$ cat src/rtl/seven_seg_mux.sv
// seven_seg_mux: time-multiplexed hex driver for common-anode seven-segment digits.
// Shows a frame-coherent shadow copy of hex_in, with a dark guard interval at every digit switch.
module seven_seg_mux #(
    parameter int NUM_DIGITS       = 2,
    parameter int REFRESH_DIV      = 50000,
    parameter int GUARD            = 500,
    parameter int ANODE_ACTIVE_LOW = 1,
    localparam int IDX_W = (NUM_DIGITS > 1) ? $clog2(NUM_DIGITS) : 1
) (
    input  logic                    clk,
    input  logic                    reset,
    input  logic                    en,
    input  logic [4*NUM_DIGITS-1:0] hex_in,
    input  logic [NUM_DIGITS-1:0]   blank,
    input  logic                    lz_suppress,
    output logic [6:0]              seg,
    output logic [NUM_DIGITS-1:0]   anode,
    output logic [IDX_W-1:0]        digit_idx,
    output logic                    frame_start
);
    localparam int CNT_W = (REFRESH_DIV > 1) ? $clog2(REFRESH_DIV) : 1;
    localparam logic [CNT_W-1:0]      SLOT_LAST = CNT_W'(REFRESH_DIV - 1);
    localparam logic [CNT_W-1:0]      GUARD_CNT = CNT_W'(GUARD);
    localparam logic [IDX_W-1:0]      IDX_LAST  = IDX_W'(NUM_DIGITS - 1);
    localparam logic [NUM_DIGITS-1:0] ANODE_OFF = {NUM_DIGITS{ANODE_ACTIVE_LOW != 0}};
    localparam logic [6:0]            SEG_OFF   = 7'b1111111;

    logic [CNT_W-1:0]        slot_cnt;
    logic                    primed;
    logic [4*NUM_DIGITS-1:0] sh_hex;
    logic [NUM_DIGITS-1:0]   sh_blank;
    logic                    sh_lz;

    logic                    at_slot_end;
    logic                    at_frame_end;
    logic                    capture;
    logic                    guard_on;
    logic                    digit_dark;
    logic                    run;
    logic [NUM_DIGITS-1:0]   lead_zero;
    logic [NUM_DIGITS-1:0]   one_hot;
    logic [3:0]              nibble;
    logic [6:0]              glyph;

    assign at_slot_end  = (slot_cnt == SLOT_LAST);
    assign at_frame_end = at_slot_end && (digit_idx == IDX_LAST);
    // The first frame after reset latches the inputs as soon as scanning starts.
    assign capture      = en && (!primed || at_frame_end);
    assign guard_on     = (slot_cnt < GUARD_CNT);

    // lead_zero[i]: nibble i and every more-significant nibble are zero; digit 0 never qualifies.
    always_comb begin
        lead_zero = '0;
        run       = 1'b1;
        for (int i = NUM_DIGITS - 1; i >= 1; i--) begin
            run          = run & (sh_hex[4*i +: 4] == 4'h0);
            lead_zero[i] = run;
        end
    end

    always_comb begin
        one_hot            = '0;
        one_hot[digit_idx] = 1'b1;
        nibble             = sh_hex[{digit_idx, 2'b00} +: 4];
        digit_dark         = sh_blank[digit_idx] | (sh_lz & lead_zero[digit_idx]);
    end

    always_comb begin
        glyph = SEG_OFF;
        case (nibble)
            4'h0: glyph = 7'b1000000;
            4'h1: glyph = 7'b1111001;
            4'h2: glyph = 7'b0100100;
            4'h3: glyph = 7'b0110000;
            4'h4: glyph = 7'b0011001;
            4'h5: glyph = 7'b0010010;
            4'h6: glyph = 7'b0000010;
            4'h7: glyph = 7'b1111000;
            4'h8: glyph = 7'b0000000;
            4'h9: glyph = 7'b0010000;
            4'hA: glyph = 7'b0001000;
            4'hB: glyph = 7'b0000011;
            4'hC: glyph = 7'b1000110;
            4'hD: glyph = 7'b0100001;
            4'hE: glyph = 7'b0000110;
            4'hF: glyph = 7'b0001110;
            default: glyph = SEG_OFF;
        endcase
    end

    always_ff @(posedge clk or posedge reset) begin
        if (reset) begin
            slot_cnt    <= '0;
            digit_idx   <= '0;
            primed      <= 1'b0;
            sh_hex      <= '0;
            sh_blank    <= '0;
            sh_lz       <= 1'b0;
            seg         <= SEG_OFF;
            anode       <= ANODE_OFF;
            frame_start <= 1'b0;
        end else begin
            frame_start <= capture;
            if (capture) begin
                sh_hex   <= hex_in;
                sh_blank <= blank;
                sh_lz    <= lz_suppress;
                primed   <= 1'b1;
            end
            if (en) begin
                if (at_slot_end) begin
                    slot_cnt  <= '0;
                    digit_idx <= (digit_idx == IDX_LAST) ? '0 : digit_idx + IDX_W'(1);
                end else begin
                    slot_cnt <= slot_cnt + CNT_W'(1);
                end
            end
            // Output reflects the slot position sampled at this edge (one cycle of latency).
            if (en && !guard_on && !digit_dark) begin
                seg   <= glyph;
                anode <= one_hot ^ ANODE_OFF;
            end else begin
                seg   <= SEG_OFF;
                anode <= ANODE_OFF;
            end
        end
    end
endmodule

$ cat config.mk
export PLATFORM = sky130hd
export DESIGN_NAME = seven_seg_mux
export DESIGN_NICKNAME = d
export VERILOG_FILES = /design/src/rtl/seven_seg_mux.sv
export SDC_FILE = /design/constraint.sdc
export NUM_CORES = 1
export LEC_CHECK = 0
export BUFFER_PORTS_ARGS = -buffer_cell sky130_fd_sc_hd__clkbuf_2
export CORE_UTILIZATION = 55
export CTS_CLUSTER_DIAMETER = 30
export DETAILED_ROUTE_END_ITERATION = 12
export PLACE_DENSITY = 0.81
export REMOVE_ABC_BUFFERS = 1
export SLEW_MARGIN = 15
export SYNTH_ARGS = -nofsm -noshare
export SYNTH_HDL_FRONTEND = slang
export SYNTH_SLANG_ARGS = --single-unit
$ cat constraint.sdc
create_clock -name clk -period 3.54 [get_ports clk]
set_input_delay 0.708 -clock clk [delete_from_list [all_inputs] [get_ports clk]]
set_output_delay 0.708 -clock clk [all_outputs]
set_load 0.1 [all_outputs]
# Yosys cells after proc, flatten, opt, wreduce, memory -nomap -nowiden
# Memories as Yosys holds them, arrays and structs flattened.
# Index checks and enable logic that the tools add are counted.
dict set report totals {
  out_inout_bits 11
  wordCells 41
  register_bits 39
  in_bits 14
  memories 1
  rom_bits 112
}
# name words word_bits rd rd_ports_with_merged_regs wr line
set mem_list {}
lappend mem_list {{(name not given)} 16 7 1 0 0 70} ;# case (nibble)
dict set report classes {
  n_bitwise 3
  magnitude_cmp 3
  eq_ne 1
  shifts 1
  n_addsub 2
  reduce_logical 11
  mux 10
}
# op count
set ops {}
lappend ops {{$add 16x1->16 const B} 1}
lappend ops {{$eq 16x16->1 const B} 1}
lappend ops {{$lt 16x9->1 const B} 1}
lappend ops {{$mux 16} 1}
lappend ops {{$shiftx 8x4->4} 1}
lappend ops {{$mux 7} 1}
lappend ops {{$mux 1} 6}
lappend ops {{$logic_and 1x1->1} 5}
lappend ops {{$logic_not 4->1} 1}
lappend ops {{$logic_not 1->1} 3}
lappend ops {{$lt 1x2->1 const B} 1}
lappend ops {{$mux 2} 1}
lappend ops {{$not 2->2} 1}
lappend ops {{$reduce_and 2->1} 1}
lappend ops {{$add 1x1->1 const B} 1}
lappend ops {{$and 1x1->1} 1}
lappend ops {{$demux 1 s1} 1}
lappend ops {{$ge 1x1->1 const B} 1}
lappend ops {{$logic_or 1x1->1} 1}
lappend ops {{$or 1x1->1} 1}

# Logic depth before layout (Yosys ltp)
dict set report depth {
  depth_word 8
  ltp_mapped 7
  mapped_depth_nobuf 6
}

# Least setup slack after synthesis
# No wires, ideal clock.
dict set report synth_timing {
  path_kind {reg-to-reg}
  from {register digit_idx}
  to {register seg[3]}
  required_time_ns 3.460
  stages_incl_launch_ff 8
  t_arrival_ns 2.409
  n_path_buf 1
  setup_ns 0.080
  synth_period_minus_slack_ns 2.488
  setup_slack_ns 1.052
  path_cell_list {dfrtp_1 buf_6 mux2_2 inv_1 ha_1 inv_1 mux4_2 nand2b_1}
}
dict set report synth_via {
  elab_chain_len 7
  word_cells_on_any_way 11
  cone_classes {shift: 1; mux: 5; bitwise: 2; reduce/logical: 2; memory: 1}
}
# element line
set synth_lines {}
lappend synth_lines {{from (decl)} 18} ;# output logic [IDX_W-1:0] digit_idx,
lappend synth_lines {{from (signal assigned)} 113} ;# digit_idx <= (digit_idx == IDX_LAST) ? '0 : digit_idx + IDX_W'(1);
lappend synth_lines {{parallel branches: the longest is 6 deep, another holds $mem_v2 16x7} -}
lappend synth_lines {{$mux 7 (*)} 119} ;# if (en && !guard_on && !digit_dark) begin
lappend synth_lines {{to (signal assigned)} 120} ;# seg <= glyph;
lappend synth_lines {{to (decl)} 16} ;# output logic [6:0] seg,
# Mark *: on every way between the ends. The select of a mux whose other input is x is not followed.
# A chain may end at the register's enable or synchronous reset.

# Worst setup path in the final report
dict set report layout_timing {
  from {register digit_idx}
  to {output port digit_idx}
}
# No word-level cell between the ends.

==> summary.txt <==
FLOORPLAN
------------------------------------------------------------------------------------
Effective utilization at floorplan ....................................        0.583
Core region area ......................................................   3390 sq um
Io pins ...............................................................           25
Die width ............................................................. 62.0 microns
Number of core rows ...................................................           21
Total Die Area ........................................................   3840 sq um
Die height ............................................................ 62.0 microns

GRT
------------------------------------------------------------------------------------
Largest net degree at the start of global routing .....................           32
First-pass GRT wire length ............................................ 5430 microns
Vias in the first global route ........................................        1,160
Initial antenna violation count .......................................            0
GRT Overall Usage .....................................................        0.200
Aggregate global routing overflow .....................................            0

TIMING
------------------------------------------------------------------------------------
Final Max Slew Viols ..................................................            0
Final Hold Fails ......................................................            0
RSZ-0062 raised after global routing ..................................        false
Highest clock rate ....................................................    0.440 GHz
Remaining max-slew budget at the tightest pin .........................        0.425
Total of endpoints with negative setup slack in the final report ......            0
Tmin final ............................................................      2270 ps
Setup tns final .......................................................         0 ps
Tightest Pin Transition ...............................................       839 ps
Clk_skew ..............................................................      13.4 ps
Post-route fraction of the period consumed by the critical path .......        0.642

CLOCK NETWORK
------------------------------------------------------------------------------------
Clock network latency to the later pin of the worst-skew pair .........       350 ps
Number of instances resized during post-cts repair ....................            0
Post-CTS Repair Setup Buffers .........................................            0
H-tree depth ..........................................................            2
CTS tree ..............................................................          yes
Number of buffers inserted for hold repair after clock tree synthesis .            0
Root buf cell ......................................................... sky130_fd_sc_hd__clkbuf_4
Clock-pin transition on the worst setup and hold timing paths .........       110 ps
Number of buffers on the longest clock path ...........................            2
Total clock sinks .....................................................           39
Cts bufs inserted .....................................................            5

LAYOUT
------------------------------------------------------------------------------------
Filler Cells Inserted .................................................          273
# diodes ..............................................................            0
Utilization after layout ..............................................        0.643
Layout net count ......................................................          206
Non-filler cells in the finished layout ...............................          232
Post-synthesis to final-layout area growth ............................        10.3%
Footprint of the multi-input gates ....................................    907 sq um
Share of post-route cells with drive strength above 1 .................        0.339
Register cell area after layout .......................................    987 sq um
Area of all placed cells without fillers ..............................   2180 sq um

SYNTH
------------------------------------------------------------------------------------
Summed instance area of the synthesized netlist .......................   1980 sq um
Avg Cell Area, Syn ....................................................   12.4 sq um
Top cell type by total area after synthesis ........................... sky130_fd_sc_hd__dfrtp_1
Cells after Synth .....................................................          160
Count of different cell masters after synthesis .......................           40
Part of the Yosys area used for sequential elements ...................        0.499
Top-area cell type share of the netlist area ..........................        0.380
Count of state elements after synthesis ...............................           39
Synth top area cells .................................................. sky130_fd_sc_hd__dfrtp_1 (38%), sky130_fd_sc_hd__dfstp_2 (12%), sky130_fd_sc_hd__mux2_4 (6.8%)
Count of warnings emitted by yosys ....................................            0

PLACED DESIGN
------------------------------------------------------------------------------------
Placed instance area ..................................................   2110 sq um
DP Cell Count .........................................................          224
DP Wirelength ......................................................... 2380 microns
Port-buffer cells .....................................................           24
Routability-driven placement congestion ratio .........................        0.855

WORST SETUP PATH
------------------------------------------------------------------------------------
Worst r2r path cells ..................................................            3
Kind of critical path .................................................      reg2out
CP arrival ............................................................      1570 ps
Data required time at the worst endpoint ..............................      2830 ps
RR Startpoint .........................................................    digit_idx
Kind of cell adding the most delay to the critical path ...............   flip-flops
Capture point of the worst reg-to-reg path ............................       seg[3]
Cell with the largest stage delay on the worst path ................... sky130_fd_sc_hd__dfrtp_1
CP endpoint kind ......................................................   output pin
Crit. Startpoint ......................................................    digit_idx
Max stage delay on crit path ..........................................       670 ps
Worst path depth ......................................................            1
Flop-to-flop setup slack ..............................................      1300 ps
Crit Path Max Fanout ..................................................           12
Worst path buffer plus inverter count .................................            1
Series of cell instances along the critical path ......................     clkbuf_2
Kind of launch point of the worst setup path ..........................         flop

POWER AND IR DROP
------------------------------------------------------------------------------------
Clock power share .....................................................        0.224
Worst IR drop on VDD ..................................................   0.000331 V
Switching power .......................................................   0.000389 W
Internal cell power ...................................................   0.000745 W
Final Power ...........................................................    0.00113 W
Leakage dissipation ...................................................      1.04 nW
Fraction of power spent switching nets ................................        0.343
PD cells ..............................................................  520 nW/um^2
Part of the total power dissipated in combinational logic .............        0.257
Sequential share of power .............................................        0.519

MIN PATH
------------------------------------------------------------------------------------
Tightest Hold Check Type ..............................................     in2async

RUN STATUS
------------------------------------------------------------------------------------
Run status ............................................................ complete, no violations

DRT
------------------------------------------------------------------------------------
Overall via count from detail_route ...................................        1,266
Initial DRC count .....................................................           14
Total wirelength of the detailed-routed design ........................ 3220 microns
Count of unresolved DRC violations after routing ......................            0
Remaining antenna violation count after routing .......................            0
Number of vias per cell after detailed routing ........................         5.46
TritonRoute pass-1 iters ..............................................            4
Wirelength per Cell ................................................... 13.9 microns

FLOW RUN
------------------------------------------------------------------------------------
Max-Cap Viols .........................................................            0

per-stage QoR:
stage | setup WS [ps] | hold slack (ps)
2_1_floorplan | 914 | 429
3_3_place_gp | 1330 | 441
3_5_place_dp | 1270 | 458
4_1_cts | 1240 | 487
5_1_grt | 1090 | 465
6_report | 1270 | 415
state kept, by name, indices dropped and copies added, names as in the netlist:
signal	flops
sh_hex	8
seg	7
digit_idx	1
frame_start	1
sh_blank	2
sh_lz	1
primed	1
slot_cnt	16
anode	2
metal layers:
layer | global-route usage | vias up | wire length, microns
li1 | - | 622 | -
met3 | 0.0683 | 6 | 154
met2 | 0.283 | 31 | 1410
met1 | 0.288 | 607 | 1600
met4 | 0.0698 | 0 | 52
met5 | 0 | - | 0
synth_stat cells (all sizes together):
cell type and number:
and2b 1, and4 3, buf 7, xor2 4, xnor2 9, a311oi 1, mux4 1, nand3b 1
dfstp 9, a41o 1, nand2b 3, nor3 2, nand3 7, nand4 5, o221ai 4, nor2b 1
and3 1, or3 1, mux2i 7, ha 7, a21oi 4, nor4b 1, or2 2, nand2 6
dfrtp 30, nor4 3, o211ai 2, o21ai 3, inv 8, nor2 9, mux2 15, and4b 1
nor4bb 1
cell type report:
type                       instances  share of cell area
clock buffer                       8              0.0321
multi-input combinational        106               0.416
tap                               46              0.0264
sequential                        39               0.453
inverter                           8              0.0138
timing repair buffer              25              0.0586
cells by family after synthesis:
kind of cell,Yosys count,synth area share
adder cells (fa/ha/maj),7,0.0443
flip-flops,39,0.499
XOR/XNOR,13,0.0576
multiplexers,23,0.149
AO/OA/AOI/OAI,15,0.0582
AND/OR/NAND/NOR,48,0.149
buffers and inverters,15,0.0418
placed cells by master (no fill, tap or decap), types with 4 or more instances in the layout:
master / Yosys / layout
sky130_fd_sc_hd__dfrtp_1: 30 / 30
sky130_fd_sc_hd__mux2_2: 6 / 6
sky130_fd_sc_hd__mux2i_1: 7 / 7
sky130_fd_sc_hd__xor2_1: 4 / 4
sky130_fd_sc_hd__o221ai_1: 4 / 4
sky130_fd_sc_hd__clkbuf_4: 0 / 5
sky130_fd_sc_hd__ha_1: 7 / 7
sky130_fd_sc_hd__nand4_1: 4 / 4
sky130_fd_sc_hd__nand3_1: 7 / 7
sky130_fd_sc_hd__dfstp_2: 9 / 9
sky130_fd_sc_hd__nor2_1: 9 / 9
sky130_fd_sc_hd__clkbuf_2: 0 / 24
sky130_fd_sc_hd__nand2_1: 6 / 6
sky130_fd_sc_hd__mux2_4: 9 / 9
sky130_fd_sc_hd__inv_1: 8 / 7
sky130_fd_sc_hd__xnor2_1: 9 / 9
worst max path at each step:
stage	slack, ps	endpoint
after floorplan	910	seg[3]
after global placement	1330	sh_hex[6]
after detailed placement	1270	sh_hex[6]
after CTS	1240	digit_idx
after global routing	1090	seg[3]
final	1270	digit_idx
power by group through the flow:
stage | registers (W) | logic (W) | clock network, W
floorplan | 0.000667 | 0.000153 | 0
CTS | 0.000586 | 0.000291 | 0.000263
global route | 0.000602 | 0.000315 | 0.000281
detailed placement | 0.000595 | 0.000288 | 0
finish | 0.000588 | 0.000292 | 0.000254
global placement | 0.000590 | 0.000279 | 0
(Power assumes the default switching activity.)
